File: config.mk
export PLATFORM = sky130hd
export DESIGN_NAME = grostl_compress_serial_ctrl_flat
export DESIGN_NICKNAME = d
export VERILOG_FILES = /design/src/rtl/grostl_pkg.sv /design/src/rtl/grostl_compress_serial_ctrl_if.sv /design/src/rtl/grostl_compress_serial_ctrl.sv /design/src/flat_wrapper.sv
export SDC_FILE = /design/constraint.sdc
export NUM_CORES = 1
export LEC_CHECK = 0
export CAP_MARGIN = 15
export CORE_MARGIN = 4
export CORE_UTILIZATION = 45
export CTS_BUF_LIST = sky130_fd_sc_hd__clkbuf_4 sky130_fd_sc_hd__clkbuf_8
export CTS_CLUSTER_SIZE = 12
export DETAILED_ROUTE_END_ITERATION = 10
export DONT_BUFFER_PORTS = 1
export SYNTH_ARGS = -nofsm -noshare
export SYNTH_HDL_FRONTEND = slang
export SYNTH_SLANG_ARGS = --single-unit
File: constraint.sdc
create_clock -name clk -period 4.6 [get_ports clk]
set_clock_uncertainty 0.1 [all_clocks]
set_input_delay 0.23 -clock clk [delete_from_list [all_inputs] [get_ports clk]]
set_output_delay 0.23 -clock clk [all_outputs]
set_load 0.01 [all_outputs]
File: src/rtl/grostl_pkg.sv
// Shared constants and types for the serial masked Groestl-256 compression.
// Used by the sequencer, the datapath and the hash top level.
package grostl_pkg;

  localparam int ROUNDS_DEF = 10;

  typedef enum logic [3:0] {
    S_IDLE,
    S_LOAD,
    S_XOR,
    S_RND_A,
    S_RND_B,
    S_SAVEH,
    S_RELOAD,
    S_FINAL,
    S_DONE
  } state_t;

  localparam logic [1:0] SEL_M_MIN = 2'b00;
  localparam logic [1:0] SEL_M_RND = 2'b01;
  localparam logic [1:0] SEL_M_MHX = 2'b10;

  localparam logic SEL_PQ_P = 1'b0;
  localparam logic SEL_PQ_Q = 1'b1;

endpackage

File: src/rtl/grostl_compress_serial_ctrl_if.sv
// Control bundle between the hash top level, the sequencer
// and the compression datapath.
interface grostl_compress_serial_ctrl_if;

  logic       start;
  logic       first;
  logic       busy;
  logic       done;
  logic       mask_next;
  logic       wr_m;
  logic       wr_h;
  logic [1:0] sel_m;
  logic       sel_h;
  logic       sel_pq;
  logic [3:0] round;

  modport master (
    output start, first,
    input  busy, done, mask_next,
    input  wr_m, wr_h, sel_m, sel_h,
    input  sel_pq, round
  );

  modport slave (
    input  start, first,
    output busy, done, mask_next,
    output wr_m, wr_h, sel_m, sel_h,
    output sel_pq, round
  );

endinterface

File: src/rtl/grostl_compress_serial_ctrl.sv
// Two-cycle-per-round sequencer computing
// f(h,m) = P(h^m) ^ Q(m) ^ h in place on the serial datapath.
module grostl_compress_serial_ctrl
  import grostl_pkg::*;
#(
  parameter int ROUNDS = ROUNDS_DEF
) (
  input logic clk,
  input logic rst_n,
  grostl_compress_serial_ctrl_if.slave bus
);

  localparam logic [3:0] LAST = 4'(ROUNDS - 1);

  state_t     state;
  logic       pq;
  logic       first_q;
  logic [3:0] rnd;

  always_ff @(posedge clk or negedge rst_n) begin
    if (!rst_n) begin
      state   <= S_IDLE;
      pq      <= 1'b0;
      first_q <= 1'b0;
      rnd     <= '0;
    end else begin
      unique case (state)
        S_IDLE: begin
          if (bus.start) begin
            first_q <= bus.first;
            state   <= S_LOAD;
          end
        end
        S_LOAD: state <= S_XOR;
        S_XOR: begin
          pq    <= 1'b0;
          rnd   <= '0;
          state <= S_RND_A;
        end
        S_RND_A: state <= S_RND_B;
        S_RND_B: begin
          if (rnd < LAST) begin
            rnd   <= rnd + 4'd1;
            state <= S_RND_A;
          end else begin
            state <= pq ? S_FINAL : S_SAVEH;
          end
        end
        S_SAVEH: state <= S_RELOAD;
        S_RELOAD: begin
          pq    <= 1'b1;
          rnd   <= '0;
          state <= S_RND_A;
        end
        S_FINAL: state <= S_DONE;
        S_DONE: begin
          pq    <= 1'b0;
          rnd   <= '0;
          state <= S_IDLE;
        end
        default: state <= S_IDLE;
      endcase
    end
  end

  // mask_next must precede LOAD so the PRNG has fresh masks when
  // sel_m=00 captures them; it is the only output that sees start.
  always_comb begin
    bus.busy      = 1'b1;
    bus.done      = 1'b0;
    bus.mask_next = 1'b0;
    bus.wr_m      = 1'b0;
    bus.wr_h      = 1'b0;
    bus.sel_m     = SEL_M_MHX;
    bus.sel_h     = 1'b1;
    bus.sel_pq    = SEL_PQ_P;
    unique case (state)
      S_IDLE: begin
        bus.busy      = 1'b0;
        bus.mask_next = bus.start;
      end
      S_LOAD: begin
        bus.wr_m  = 1'b1;
        bus.sel_m = SEL_M_MIN;
        bus.wr_h  = first_q;
        bus.sel_h = 1'b0;
      end
      S_XOR: bus.wr_m = 1'b1;
      S_RND_A: bus.sel_pq = pq;
      S_RND_B: begin
        bus.wr_m   = 1'b1;
        bus.sel_m  = SEL_M_RND;
        bus.sel_pq = pq;
      end
      S_SAVEH: begin
        bus.wr_h      = 1'b1;
        bus.mask_next = 1'b1;
      end
      S_RELOAD: begin
        bus.wr_m  = 1'b1;
        bus.sel_m = SEL_M_MIN;
      end
      S_FINAL: begin
        bus.wr_m = 1'b1;
        bus.wr_h = 1'b1;
      end
      S_DONE: begin
        bus.busy = 1'b0;
        bus.done = 1'b1;
      end
      default: bus.busy = 1'b0;
    endcase
  end

  assign bus.round = rnd;

endmodule
File: src/flat_wrapper.sv
// flat-port wrapper written by rule: the top's interface ports become plain ports
module grostl_compress_serial_ctrl_flat import grostl_pkg::*;
#(
  parameter int ROUNDS = ROUNDS_DEF
)
  (clk, rst_n, bus_start, bus_first, bus_busy, bus_done, bus_mask_next, bus_wr_m, bus_wr_h, bus_sel_m, bus_sel_h, bus_sel_pq, bus_round);
  grostl_compress_serial_ctrl_if bus_i ();
  input logic clk;
  input logic rst_n;
  input wire logic [$bits(bus_i.start)-1:0] bus_start;
  input wire logic [$bits(bus_i.first)-1:0] bus_first;
  output wire logic [$bits(bus_i.busy)-1:0] bus_busy;
  output wire logic [$bits(bus_i.done)-1:0] bus_done;
  output wire logic [$bits(bus_i.mask_next)-1:0] bus_mask_next;
  output wire logic [$bits(bus_i.wr_m)-1:0] bus_wr_m;
  output wire logic [$bits(bus_i.wr_h)-1:0] bus_wr_h;
  output wire logic [$bits(bus_i.sel_m)-1:0] bus_sel_m;
  output wire logic [$bits(bus_i.sel_h)-1:0] bus_sel_h;
  output wire logic [$bits(bus_i.sel_pq)-1:0] bus_sel_pq;
  output wire logic [$bits(bus_i.round)-1:0] bus_round;
  assign bus_i.start = bus_start;
  assign bus_i.first = bus_first;
  assign bus_busy = bus_i.busy;
  assign bus_done = bus_i.done;
  assign bus_mask_next = bus_i.mask_next;
  assign bus_wr_m = bus_i.wr_m;
  assign bus_wr_h = bus_i.wr_h;
  assign bus_sel_m = bus_i.sel_m;
  assign bus_sel_h = bus_i.sel_h;
  assign bus_sel_pq = bus_i.sel_pq;
  assign bus_round = bus_i.round;
  grostl_compress_serial_ctrl #(.ROUNDS(ROUNDS)) u_core (.clk(clk), .rst_n(rst_n), .bus(bus_i));
endmodule
==> metrics.yaml, run 1 <==
max_stage_delay_ns: 0.71
status: "finished, final reports clean"
p_leak_nw: 0.296
dieArea_mm2: 0.00215
routed_wl_um: 1270
drcViolationCount: 0
post_drt_wl_per_cell_um: 14.8
gp_congestion: 0.736
worstPathRequired_ns: 4.27
max_cap_viol_count: 0
antenna_found_initial: 0
cts.path.max_buffers: 2
gr-total-overflow: 0
cp_max_fo: 17
track_usage: 0.143
syn_area_um2: 662
num-nets-final: 78
ys.flop_type: "dfrtp_1"
setup_viol: 0
initial_core_util: 0.490
worstPathArrival_ns: 1.65
setup-tns-final_ns: 0
clkTransAtPathRegs_ns: 0.06
synth_seq_area_share: 0.378
pin_count: 17
place_area_um2: 656
route.vias.total: 493
timing.final.crit_period_ns: 1.98
hold_start: "bus_start"
hold_violations: 0
crit_start: "u_core.state[0]"
avgSynthCellArea_um2: 9.59
area_growth_pct: 9.07
clock_latency_ns: 0.26
cts_buffers: 3
grt_pass1_vias: 484
rsz0062_at_grt: "false"
final_area_um2: 722
pre_cts_ws_ns: 2.81
synthCells: 69
synth-edff-count: 0
first_pass_iters: 3
grt_start_max_net_pins: 18
vdd_drop_max_uv: 318
worstSetupEndpointType: "primary output"
dieHeight_um: 46.4
startpoint_type: "flop"
rrSetupSlack_ns: 2.78
grt_pass1_wl_um: 2150
hp-class: "input port to flop"
hpwl_um: 898
worst_pin_slew_ns: 0.575
ant_nets: 0
drive_gt1_frac: 0.141
cts_root_buffer: "clkbuf_4"
async_flop_share: 1.00
crit_chain: "nor3_1, nor2_1, a21boi_1"
r2r_start: "u_core.bus.round[1]"
ctsResizeCount: 0
ys_ff_latch: 10
rows: 13
ys_warn_count: 0
die_w_um: 46.4
post-route-period-util: 0.431
crit_slowest_cell: "dfrtp_1"
max_freq_mhz: 505
crit_type: "flop to primary output"
cts_tree: "yes"
viasPerCell: 5.73
power_density_mw_per_mm2: 639
n_antenna_cell: 0
holdBufCountCts: 3
timing.final.ws_setup_ns: 2.62
whs_ns: 0.0932
core_mm2: 0.00135
fillers: 129
relSlewSlack: 0.617
final_max_slew_viol_count: 0
synth_cell_types: 32
portBuffers: 0
cts_max_level: 1
post_cts_buffers: 0
cts.sinks: 10
syn_nets: 75
drtIter0Drc: 8
## synthesized netlist by cell type (all sizes together) (2+ instances only)
cell / count / area, um2
nor2: 12 / 47.6
a211oi: 3 / 22.5
a21oi: 4 / 20.0
mux2i: 3 / 30.0
nand2b: 2 / 27.5
buf: 3 / 17.5
dfrtp: 10 / 250
inv: 3 / 11.3
nor3: 2 / 10.0
nor3b: 2 / 15.0
nand2: 2 / 7.51
nor2b: 2 / 12.5
ha: 2 / 25.0
clkbuf: 2 / 7.51
or2: 2 / 12.5
nand3b: 2 / 15.0
## cells by family after synthesis
| logic type | after synthesis | share of synthesized area |
|---|---|---|
| DFF | 10 | 0.378 |
| AOI/OAI and AO/OA | 12 | 0.157 |
| adders and majority gates | 2 | 0.0378 |
| muxes | 4 | 0.0624 |
| xor gates and xnor gates | 2 | 0.0265 |
| and+or+nand+nor | 31 | 0.284 |
| buffers and inverters | 8 | 0.0548 |
## sequential cells by signal, indices dropped and copies added (netlist names)
register and count:
u_core.first_q 1, u_core.state 4, u_core.bus.round 4, u_core.pq 1
## report_power, final
group          internal [mW]  switching, mW  total, mW
Combinational         0.0892          0.103      0.192
Clock                 0.0480         0.0297     0.0777
Sequential             0.115         0.0759      0.191
Total                  0.253          0.209      0.461
## area by class of cell
| cell class | instances | area (um2) | share of cell area |
|---|---|---|---|
| Timing Repair Buffer | 3 | 30.0 | 0.0416 |
| Tap cell | 15 | 18.8 | 0.0260 |
| Inverter | 3 | 11.3 | 0.0156 |
| Clock buffer | 4 | 36.3 | 0.0503 |
| Sequential cell | 10 | 250 | 0.347 |
| Multi-Input combinational cell | 51 | 375 | 0.520 |
## worst paths after layout
path,cells after the start,to
max in group asynchronous,1,u_core.first_q
worst max-delay path,3,bus_wr_m
min in group asynchronous,1,u_core.bus.round[2]
worst max register to register,6,u_core.bus.round[2]
worst min register to register,1,u_core.first_q
worst min-delay path,2,u_core.first_q
## routing by layer
metal  vias to the layer above  global-route usage  wire length [um]
met5                         -                   0                 0
met4                         0              0.0227                 0
met3                         0              0.0703                52
met2                         9               0.217               619
met1                       237               0.184               600
li1                        247                   -                 -
## cells in the final DEF (no fill, tap or decap), types with 3 or more instances in the layout
cell type	Yosys	routed
dfrtp_1	10	10
mux2i_1	3	3
nor2_1	11	11
dlygate4sd3_1	0	3
a21oi_1	4	4
clkbuf_4	0	3
a211oi_1	3	3
## worst max-delay path: cells and delay by family (launching register included)
kind / cells / cell delay, ns
flops: 1 / 0.71
simple gates: 2 / 0.37
compound gates: 1 / 0.30
## through the flow
step / cells / power (mW) / utilization
after floorplan: 69 / 0.359 / -
after global placement: 79 / 0.382 / 0.486
after CTS: 86 / 0.468 / 0.535
after detailed placement: 79 / 0.384 / 0.486
after global routing: 86 / 0.506 / 0.535
final: 86 / 0.461 / 0.535
Power figures use the tool's default switching activity.
==> run 2, diff against run 1 <==
Clock period 4.6 ns to 2.1 ns, I/O delays scaled along.
==> run 2 against run 1 <==
- hold slack gained 0.024 ns
- highest routed layer unchanged
- final area is 0.87% lower
- critical path depth is the same
- clock-buffer cell count decreased by 1
- combinational power rose to 2.5 times the previous value
- die area unchanged
- first-iteration DRC count decreased by 63%
==> metrics.yaml, run 2 (synthesis results as in run 1) <==
hp-class: "input port to asynchronous set/reset pin"
portBuffers: 0  # unchanged
power_density_mw_per_mm2: 1390  # +120%
core_mm2: 0.00135  # unchanged
p_total_mw: 0.994  # +120%
setup-tns-final_ns: 0  # unchanged
pin_count: 17  # unchanged
register_area_um2: 250  # unchanged
r2r_start: "u_core.bus.round[0]"
pre_cts_ws_ns: 0.307  # -2.50 ns
grt_start_max_net_pins: 18  # unchanged
grt_pass1_wl_um: 2290  # +6.4%
setup_viol: 0  # unchanged
crit_chain: "nor3_1, nor2_1, a21boi_1"
rows: 13  # unchanged
track_usage: 0.148  # +0.00546
clkTransAtPathRegs_ns: 0.06  # about the same
first_pass_iters: 4  # +1
cts.sinks: 10  # unchanged
cts.path.max_buffers: 2  # unchanged
max_freq_mhz: 535
final_area_um2: 716  # -0.87%
path_buf_inv: 0  # unchanged
gr-total-overflow: 0  # unchanged
hold_violations: 0  # unchanged
crit_type: "flop to primary output"
worstPathArrival_ns: 1.66  # about the same
final_max_slew_viol_count: 0  # unchanged
final_common_cell: "nor2_1"
critPathTopFamily: "flip-flops"
crit_slowest_cell: "dfrtp_1"
initial_core_util: 0.490  # unchanged
drcViolationCount: 0  # unchanged
dieHeight_um: 46.4  # unchanged
drtIter0Drc: 3  # -5
max_stage_delay_ns: 0.71  # about the same
area_growth_pct: 8.13
cts_buffers: 3  # unchanged
cp_max_fo: 17  # unchanged
fillers: 130  # +0.78%
hpwl_um: 919  # +2.4%
viasPerCell: 5.63  # -1.8%
routed_wl_um: 1320  # +3.5%
multiInputGateArea_um2: 375  # unchanged
ctsResizeCount: 0  # unchanged
p_leak_nw: 0.294  # -0.84%
post-route-period-util: 0.890
drive_gt1_frac: 0.141  # unchanged
antenna_found_initial: 0  # unchanged
dieArea_mm2: 0.00215  # unchanged
vdd_drop_max_uv: 759  # +140%
cts_max_level: 1  # unchanged
grt_pass1_vias: 503  # +3.9%
cts_tree: "yes"
r2r_end: "u_core.bus.round[2]"
reg2reg_depth: 6  # unchanged
timing.final.crit_period_ns: 1.87
route.vias.total: 484  # -1.8%
num-nets-final: 79  # +1.3%
status: "finished, final reports clean"
timing.final.ws_setup_ns: 0.231  # -2.39 ns
post_cts_buffers: 0  # unchanged
ant_nets: 0  # unchanged
max_cap_viol_count: 0  # unchanged
final_cell_mix: "nor2_1, dfrtp_1, a21oi_1"
place_area_um2: 663  # +1.1%
startpoint_type: "flop"
cp.depth: 3  # unchanged
relSlewSlack: 0.608  # -0.00882
gp_congestion: 0.743  # +1.0%
whs_ns: 0.117  # +0.0238 ns
worst_pin_slew_ns: 0.588  # +0.0132 ns
rrSetupSlack_ns: 0.30  # -2.48 ns
post_drt_wl_per_cell_um: 15.3  # +3.5%
worstPathRequired_ns: 1.89  # -2.38 ns
clock_latency_ns: 0.26  # about the same
rsz0062_at_grt: "false"
n_antenna_cell: 0  # unchanged
cts_root_buffer: "clkbuf_4"
worstSetupEndpointType: "primary output"
die_w_um: 46.4  # unchanged
## run 2: changes by cell type in the layout (fill, tap and decap cells not counted), sizes merged
cell and delta:
buf +1, clkbuf -1
## run 2: how the worst max path moves through the flow
stage | start | end | slack, ns
2_1_floorplan | u_core.bus.round[0] | u_core.bus.round[2] | 0.41
3_3_place_gp | u_core.bus.round[0] | u_core.bus.round[2] | 0.33
3_5_place_dp | u_core.bus.round[0] | u_core.bus.round[2] | 0.31
4_1_cts | u_core.state[0] | bus_wr_m | 0.22
5_1_grt | u_core.state[0] | bus_wr_m | 0.07
6_report | u_core.state[0] | bus_wr_m | 0.23
## run 2: per-stage QoR
stage                     cells   util
after global placement       80  0.491
after CTS                    86  0.530
after detailed placement     80  0.491
after global routing         86  0.530
final                        86  0.530
after floorplan              69      -
## run 2: worst register-to-register path: stages (launching register included)
cell and delay, ns:
dfrtp_1 0.46, inv_1 0.09, ha_1 0.19, nand2b_4 0.08, a2111oi_4 0.47, nor2_1 0.10
nor4_2 0.24
## run 2: area by class of cell
class                      instances  share of cell area
multi-input combinational         51               0.524
inverter                           3              0.0157
timing repair buffer               4              0.0524
sequential                        10               0.350
clock buffer                       3              0.0315
tap                               15              0.0262
## run 2: report_power, final
group	internal, mW	switching [mW]	leakage, nW
combinational	0.207	0.273	0.151
clock	0.0662	0.0633	0.0138
sequential	0.253	0.131	0.129
total	0.526	0.467	0.294
## run 2: what timing repair did
item,CTS,global route
setup endpoints to repair,0,0
endpoints found under the hold margin,12,0
hold buffers,3,0
## run 2: routing by layer
layer | up-vias | global-route usage | wire length [um] | share of wire
li1 | 247 | - | - | -
met1 | 226 | 0.200 | 635 | 0.48
met2 | 11 | 0.220 | 618 | 0.47
met3 | 0 | 0.0586 | 63 | 0.048
met4 | 0 | 0.0341 | 0 | 0
met5 | - | 0 | 0 | 0
==> run 3, diff against run 2 <==
--- a/config.mk
+++ b/config.mk
@@ -7,10 +7,13 @@
 export LEC_CHECK = 0
 export CAP_MARGIN = 15
+export CELL_PAD_IN_SITES_DETAIL_PLACEMENT = 0
+export CELL_PAD_IN_SITES_GLOBAL_PLACEMENT = 2
 export CORE_MARGIN = 4
-export CORE_UTILIZATION = 45
+export CORE_UTILIZATION = 38
 export CTS_BUF_LIST = sky130_fd_sc_hd__clkbuf_4 sky130_fd_sc_hd__clkbuf_8
 export CTS_CLUSTER_SIZE = 12
 export DETAILED_ROUTE_END_ITERATION = 10
 export DONT_BUFFER_PORTS = 1
+export PLACE_DENSITY_LB_ADDON = 0.1
 export SYNTH_ARGS = -nofsm -noshare
 export SYNTH_HDL_FRONTEND = slang
==> constraint.sdc (replaced) <==
create_clock -name clk -period 2.1 [get_ports clk]
set_clock_uncertainty 0.1 [all_clocks]
set_input_delay 0.42 -clock clk [delete_from_list [all_inputs] [get_ports clk]]
set_output_delay 0.42 -clock clk [all_outputs]
set_load 0.01 [all_outputs]
==> run 3 against run 2 <==
- register-to-register slack gained 0.06 ns
- sequential share of layout area shrank 1.2 points
- critical path type unchanged
- hold slack improved by 0.066 ns
==> metrics.yaml, run 3 (synthesis results as in run 1) <==
status: "finished, final reports clean"
drtIter0Drc: 1  # -2
worstSetupEndpointType: "primary output"
cp_max_fo: 9  # -8
cts_tree: "yes"
n_antenna_cell: 0  # unchanged
route.vias.total: 503  # +3.9%
drive_gt1_frac: 0.243  # +0.102
dieHeight_um: 49.7  # +7.3%
grt_start_max_net_pins: 16  # -2
whs_ns: 0.183  # +0.0662 ns
max_freq_mhz: 499  # -6.7%
dieArea_mm2: 0.00247  # +15%
cts.path.max_buffers: 2  # unchanged
timing.final.crit_period_ns: 2.00  # +0.135 ns
rows: 14  # +1
setup-tns-final_ns: 0  # unchanged
dp.cells: 85  # +6.3%
viasPerCell: 5.59  # -0.69%
track_usage: 0.125  # -0.0234
p_leak_nw: 0.311  # +6.0%
gp_congestion: 0.693  # -6.7%
reg2reg_depth: 6  # unchanged
pre_cts_ws_ns: 0.351  # +0.0444 ns
vdd_drop_max_uv: 990  # +31%
antenna_found_initial: 0  # unchanged
critPathCapture: "bus_sel_pq"
grt_pass1_vias: 528  # +5.0%
cts_root_buffer: "clkbuf_4"
gr-total-overflow: 0  # unchanged
die_w_um: 49.7  # +7.3%
clock_latency_ns: 0.26  # about the same
grt_pass1_wl_um: 2390  # +4.2%
crit_type: "flop to primary output"
startpoint_type: "flop"
post-route-period-util: 0.954  # +0.0644
area_growth_pct: 13.0
hold_start: "bus_start"
cts.sinks: 10  # unchanged
final_max_slew_viol_count: 0  # unchanged
worstPathRequired_ns: 1.58  # -0.31 ns
hpwl_um: 1010  # +10%
r2r_start: "u_core.bus.round[0]"
setup_viol: 0  # unchanged
hold_violations: 0  # unchanged
hp-class: "input port to flop"
final_area_um2: 748  # +4.5%
crit_start: "u_core.state[1]"
place_area_um2: 694  # +4.7%
power_density_mw_per_mm2: 1450  # +4.2%
clkTransAtPathRegs_ns: 0.06  # about the same
first_pass_iters: 2  # -2
post_drt_wl_per_cell_um: 14.8  # -3.4%
fin_util: 0.475  # -0.0555
initial_core_util: 0.420  # -0.0704
relSlewSlack: 0.638  # +0.0299
instances_no_fill: 90  # +4.7%
pin_count: 17  # unchanged
final_common_cell: "nor2_1"
ant_nets: 0  # unchanged
drcViolationCount: 0  # unchanged
final_cell_mix: "nor2_1, dfrtp_1, buf_4, a21oi_1"
timing.final.ws_setup_ns: 0.0960  # -0.135 ns
cts_buffers: 3  # unchanged
routed_wl_um: 1330  # +1.1%
r2r_end: "u_core.bus.round[2]"
cts_max_level: 1  # unchanged
rsz0062_at_grt: "false"
p_total_mw: 1.08  # +8.9%
num-nets-final: 81  # +2.5%
portBuffers: 0  # unchanged
worst_pin_slew_ns: 0.543  # -0.0448 ns
core_mm2: 0.00158  # +17%
max_cap_viol_count: 0  # unchanged
rrSetupSlack_ns: 0.36  # +0.06 ns
worstPathArrival_ns: 1.48  # -0.18 ns
run 3: changes by cell type in the layout (fill, tap and decap cells not counted):
cell,delta
buf_4,+4
dfrtp_1,-2
dfrtp_2,+2
dlygate4sd3_1,-2
a211oi_1,-1
a211oi_2,+1
clkbuf_8,+1
run 3: final cells by class:
type,instances,area [um2]
repair buffers,6,47.5
clock buffers,4,36.3
well taps,16,20.0
fillers,156,828
inverters,3,11.3
multi-input cells,51,380
flip-flops and latches,10,253
run 3: how the worst min path moves through the flow:
stage,depth (start not counted),endpoint
global placement,0,u_core.first_q
finish,1,u_core.state[0]
detailed placement,0,u_core.first_q
global route,1,u_core.state[0]
CTS,1,u_core.state[0]
floorplan,0,u_core.bus.round[0]
run 3: where the power goes:
group	leakage, nW	internal [mW]	switching (mW)	total [mW]
clock network	0.0210	0.105	0.0625	0.168
registers	0.127	0.257	0.134	0.391
logic	0.164	0.244	0.279	0.523
run 3: what timing repair did:
item / CTS / global route
endpoints found under the hold margin: 10 / 0
hold buffers: 1 / 0
gates resized for setup: 0 / 3
setup endpoints to repair: 0 / 5
buffers inserted: 0 / 0
run 3: per-layer routing:
| layer | vias to the layer above | track usage | share of wire |
|---|---|---|---|
| met4 | 0 | 0.0276 | 0 |
| met2 | 13 | 0.194 | 0.49 |
| met3 | 0 | 0.0663 | 0.072 |
| met5 | - | 0 | 0 |
| li1 | 249 | - | - |
| met1 | 241 | 0.151 | 0.44 |
run 3: worst max-delay path, cell delays in order, from the launching register on:
cell and delay (ns):
dfrtp_1 0.49, nand2b_4 0.21, nor2_1 0.09, a21oi_1 0.05, nor3b_1 0.39
